### src/rtl/demux_pkg.sv
// Shared constants and FSM state type for the single-bit demux scheduler.
package demux_pkg;
    localparam int N_CH  = 8;
    localparam int SEL_W = 3;
    localparam int CNT_W = 8;

    typedef enum logic [1:0] {
        IDLE = 2'd0,
        WAIT = 2'd1,
        HOLD = 2'd2
    } state_e;
endpackage

### src/rtl/demux_rr_next.sv
// Cyclic search for the first enabled channel starting at start (inclusive) or start+1.
module demux_rr_next
    import demux_pkg::*;
(
    input  logic [N_CH-1:0]  mask,
    input  logic [SEL_W-1:0] start,
    input  logic             inclusive,
    output logic [SEL_W-1:0] idx,
    output logic             found
);
    logic [SEL_W-1:0] cand;

    // Scan from the far end back so the nearest enabled channel wins.
    always_comb begin
        idx   = start;
        found = 1'b0;
        cand  = start;
        for (int k = N_CH - 1; k >= 0; k--) begin
            cand = start + (inclusive ? SEL_W'(0) : SEL_W'(1)) + SEL_W'(k);
            if (mask[cand]) begin
                idx   = cand;
                found = 1'b1;
            end
        end
    end
endmodule

### src/rtl/demux_scheduler.sv
// Round-robin demux: steers one accepted bit to the selected enabled channel and
// holds it for HOLD_CYCLES cycles before moving to the next enabled channel.
module demux_scheduler
    import demux_pkg::*;
#(
    parameter int HOLD_CYCLES = 1
) (
    input  logic             CLK,
    input  logic             N_RESET,
    input  logic             D,
    input  logic             VALID,
    output logic             READY,
    input  logic [N_CH-1:0]  EN_MASK,
    output logic [N_CH-1:0]  Y,
    output logic [N_CH-1:0]  STROBE,
    output logic [SEL_W-1:0] SEL,
    output state_e           STATE_DBG
);
    // Handshake: a bit transfers on a rising edge where VALID && READY; READY is
    // combinational from the registered state and the live EN_MASK, VALID is ignored otherwise.
    state_e           state_q;
    logic [CNT_W-1:0] cnt_q;
    logic [SEL_W-1:0] sel_q;
    logic [N_CH-1:0]  y_q;
    logic [N_CH-1:0]  strobe_q;
    logic [SEL_W-1:0] nxt_idx;
    logic             nxt_found;

    demux_rr_next u_rr_next (
        .mask      (EN_MASK),
        .start     (sel_q),
        .inclusive (state_q == IDLE),
        .idx       (nxt_idx),
        .found     (nxt_found)
    );

    assign READY     = (state_q == WAIT) && EN_MASK[sel_q];
    assign Y         = y_q;
    assign STROBE    = strobe_q;
    assign SEL       = sel_q;
    assign STATE_DBG = state_q;

    always_ff @(posedge CLK or negedge N_RESET) begin
        if (!N_RESET) begin
            state_q  <= IDLE;
            cnt_q    <= '0;
            sel_q    <= '0;
            y_q      <= '0;
            strobe_q <= '0;
        end else begin
            case (state_q)
                IDLE: begin
                    if (nxt_found) begin
                        state_q <= WAIT;
                        sel_q   <= nxt_idx;
                    end
                end
                WAIT: begin
                    if (VALID && READY) begin
                        state_q  <= HOLD;
                        y_q      <= {{(N_CH-1){1'b0}}, D} << sel_q;
                        strobe_q <= {{(N_CH-1){1'b0}}, 1'b1} << sel_q;
                        cnt_q    <= CNT_W'(HOLD_CYCLES - 1);
                    end else if (!EN_MASK[sel_q]) begin
                        if (nxt_found) sel_q <= nxt_idx;
                        else           state_q <= IDLE;
                    end
                end
                HOLD: begin
                    // Mask is only consulted once the hold has run out.
                    if (cnt_q != '0) begin
                        cnt_q <= cnt_q - CNT_W'(1);
                    end else begin
                        y_q      <= '0;
                        strobe_q <= '0;
                        if (nxt_found) begin
                            state_q <= WAIT;
                            sel_q   <= nxt_idx;
                        end else begin
                            state_q <= IDLE;
                        end
                    end
                end
                default: state_q <= IDLE;
            endcase
        end
    end
endmodule

### config.mk
export PLATFORM = sky130hd
export DESIGN_NAME = demux_scheduler
export DESIGN_NICKNAME = d
export VERILOG_FILES = /design/src/rtl/demux_pkg.sv /design/src/rtl/demux_rr_next.sv /design/src/rtl/demux_scheduler.sv
export SDC_FILE = /design/constraint.sdc
export NUM_CORES = 1
export LEC_CHECK = 0
export ABC_AREA = 1
export CORE_UTILIZATION = 30
export DETAILED_ROUTE_END_ITERATION = 12
export GPL_ROUTABILITY_DRIVEN = 0
export PLACE_DENSITY = 0.49
export SLEW_MARGIN = 0
export SYNTH_ARGS = -nofsm -noshare
export SYNTH_HDL_FRONTEND = slang
export SYNTH_SLANG_ARGS = --single-unit
export TNS_END_PERCENT = 20
### constraint.sdc
create_clock -name CLK -period 3.91 [get_ports CLK]
set_clock_uncertainty 0.05 [all_clocks]
set_input_delay 0.782 -clock CLK [delete_from_list [all_inputs] [get_ports CLK]]
set_output_delay 0.782 -clock CLK [all_outputs]
set_load 0.1 [all_outputs]
==> impl_metrics.env <==
export IMPL_status="completed"
export IMPL_rows=31
export IMPL_grt_pass1_vias=2027
export IMPL_grt_ovfl_total=0
export IMPL_hold_viol_final=0
export IMPL_drv_slew=0
export IMPL_num_vias=2171
export IMPL_syn_num_nets=365
export IMPL_final_layout_size_suffix_gt1_frac=0.142
export IMPL_drc_errors=0
export IMPL_worst_ep_required_time_ps=3080
export IMPL_rsz0062_at_grt="no"
export IMPL_setup_violations=0
export IMPL_wire_per_inst_um=12.1
export IMPL_die_w_um=89.0
export IMPL_core_area_sq_um=7290
export IMPL_clk_pin_slew_worst_paths_ps=60
export IMPL_min_period_ps=3020
export IMPL_cts_resized=0
export IMPL_post_cts_buffers=0
export IMPL_fin_crit_sh=0.772
export IMPL_synth_edff_count=0
export IMPL_syn_area_sq_um=2270
export IMPL_yosysSeqAreaShare=0.320
export IMPL_drt_pass1_iterations=4
export IMPL_grt_pass1_wl_um=9860
export IMPL_worst_path_largest_cell_delay_ps=530
export IMPL_clk_path_buf_depth=2
export IMPL_ant_nets=0
export IMPL_io_pins=34
export IMPL_finalInstanceArea_sq_um=2790
export IMPL_htree_levels=2
export IMPL_synth_async_sr_flop_share=1.00
export IMPL_critPathLaunchType="input port"
export IMPL_setup_tns_ps=0
export IMPL_dr_first_iter_drc_count=69
export IMPL_cts_tree="yes"
export IMPL_cpMaxStageDelayCell="clkdlybuf4s50_1"
export IMPL_cts_root_buf="clkbuf_8"
export IMPL_clk_latency_ps=280
export IMPL_synthCells=343
export IMPL_area_delta_synth_final_pct=23.2
export IMPL_cp_max_fo=3
export IMPL_antenna_found_initial=0
export IMPL_rrSetupSlack_ps=1000
export IMPL_path_delay_family="buffers and inverters"
export IMPL_path_common_cell="inv_1"
export IMPL_cts_num_sinks=29
export IMPL_port_buffers=33
export IMPL_worstPathArrival_ps=2190
export IMPL_ys_types=28
export IMPL_vias_per_cell=4.52
export IMPL_worstSetupEndpointType="output pin"
export IMPL_ff_latch_area_sq_um=726
export IMPL_synth_flop_cell="dfrtp_1"
export IMPL_cts_hold_buf=0
export IMPL_die_h_um=89.0
export IMPL_nFillCells=810
export IMPL_maxCapViolCount=0
export IMPL_cp_cell_sequence="clkdlybuf4s50_1, inv_1, nor2_1, a21oi_1, nand4_1, nand3_1, inv_1, buf_4"
export IMPL_avgSynthCellArea_sq_um=6.61
export IMPL_multi_input_area_sq_um=1380
export IMPL_critPathBufInv=4
export IMPL_track_usage=0.163
export IMPL_cts_buffers=5
export IMPL_layout_nets=403
export IMPL_grt_max_degree=30
export IMPL_antenna_cells=0
export IMPL_placed_area_sq_um=2710
export IMPL_critPathKind="input port to output pin"
export IMPL_worstHoldPathType="register to register"
export IMPL_synth_seq_cells=29
export IMPL_ys_warn_count=0
export IMPL_totalWireLength_um=5830
export IMPL_die_area_sq_um=7910
export IMPL_hpwl_um=4570
export IMPL_fmax_mhz=331
export IMPL_slew_headroom=0.340
export IMPL_start_util=0.311
export IMPL_worst_slew_pin_slew_ps=987
export IMPL_final_util=0.383
==> tightest hold or removal path, delay by kind of cell, from the launching register on <==
| family | cells | cell delay (ps) |
|---|---|---|
| simple gates | 2 | 100 |
| flops | 1 | 340 |
==> Yosys cell counts (2+ instances only) <==
cell     instances  area share
a21oi_1         11       0.024
dfrtp_1         29        0.32
ha_1            10       0.055
inv_1           31       0.051
inv_2            7       0.012
nand2_1        133        0.22
nand2_2         26       0.072
nand3_1         28       0.062
nand3_2          4       0.018
nand4_1          2      0.0055
nor2_1          20       0.033
nor2_2           5       0.014
nor2_4           2      0.0099
o21ai_0         12       0.026
o31ai_1          6       0.020
xor2_1           5       0.019
==> kinds of logic after synthesis <==
group                    after synthesis  share of synthesized area
flip-flops                            29                      0.320
buffers and inverters                 41                     0.0717
AND/OR/NAND/NOR                      223                      0.443
XOR/XNOR                               6                     0.0232
AO/OA/AOI/OAI                         34                     0.0866
adder cells (fa/ha/maj)               10                     0.0552
==> worst paths after layout <==
check,end,start,depth (start not counted)
max reg2reg,STATE_DBG[1]$_DFFE_PN0P_,STATE_DBG[0]$_DFFE_PN0P_,19
max in group asynchronous,cnt_q[6]$_DFFE_PN0P_,N_RESET,2
min,STROBE[4]$_DFFE_PN0P_,STROBE[4]$_DFFE_PN0P_,2
min in group asynchronous,STROBE[4]$_DFFE_PN0P_,N_RESET,2
max,READY,EN_MASK[7],8
min reg2reg,STROBE[4]$_DFFE_PN0P_,STROBE[4]$_DFFE_PN0P_,2
==> layer usage <==
| layer | routed length (um) | track usage | vias to the layer above |
|---|---|---|---|
| li1 | - | - | 1158 |
| met1 | 2880 | 0.223 | 967 |
| met2 | 2650 | 0.258 | 35 |
| met3 | 154 | 0.0231 | 11 |
| met4 | 148 | 0.0678 | 0 |
| met5 | 0 | 0 | - |
==> metrics by stage <==
step           instances  setup WS, ps  hold slack (ps)
2_1_floorplan        343           621              407
3_3_place_gp         473           900              415
3_5_place_dp         473           882              419
4_1_cts              480           876              436
5_1_grt              480           689              445
6_report             480           890              428
==> final cells by class <==
cell class	count	area share
multi-input cells	273	0.494
flip-flops and latches	29	0.260
repair buffers	34	0.120
inverters	38	0.0511
well taps	99	0.0443
clock buffers	7	0.0309
==> flip-flops by register name, summed over array words and instances, names as in the netlist <==
| signal | count |
|---|---|
| SEL | 3 |
| STATE_DBG | 2 |
| STROBE | 8 |
| Y | 8 |
| cnt_q | 8 |
==> placed cells by master (no fill, tap or decap) <==
| cell type | netlist | routed |
|---|---|---|
| o21ai_0 | 12 | 12 |
| a21oi_1 | 11 | 11 |
| dfrtp_1 | 29 | 29 |
| inv_1 | 31 | 31 |
| o22ai_1 | 1 | 1 |
| xnor2_1 | 1 | 1 |
| clkbuf_1 | 1 | 1 |
| nand4_1 | 2 | 2 |
| clkdlybuf4s50_1 | 0 | 32 |
| nor2_2 | 5 | 5 |
| and2_1 | 1 | 1 |
| a22oi_1 | 1 | 1 |
| a31oi_1 | 1 | 1 |
| nand2_4 | 1 | 1 |
| buf_4 | 0 | 2 |
| o211ai_1 | 1 | 1 |
| o21ai_2 | 1 | 1 |
| nor2_1 | 20 | 20 |
| o31ai_1 | 6 | 6 |
| nand3_2 | 4 | 4 |
| nor3_1 | 1 | 1 |
| nand3_1 | 28 | 28 |
| nor2_4 | 2 | 2 |
| inv_2 | 7 | 7 |
| nand2_2 | 26 | 26 |
| nand2_1 | 133 | 133 |
| xor2_1 | 5 | 5 |
| clkbuf_8 | 0 | 6 |
| ha_1 | 10 | 10 |
Power is left out: the tool's default activity adds up to more than one toggle a clock period on the data nets, which glitch-free logic cannot reach.
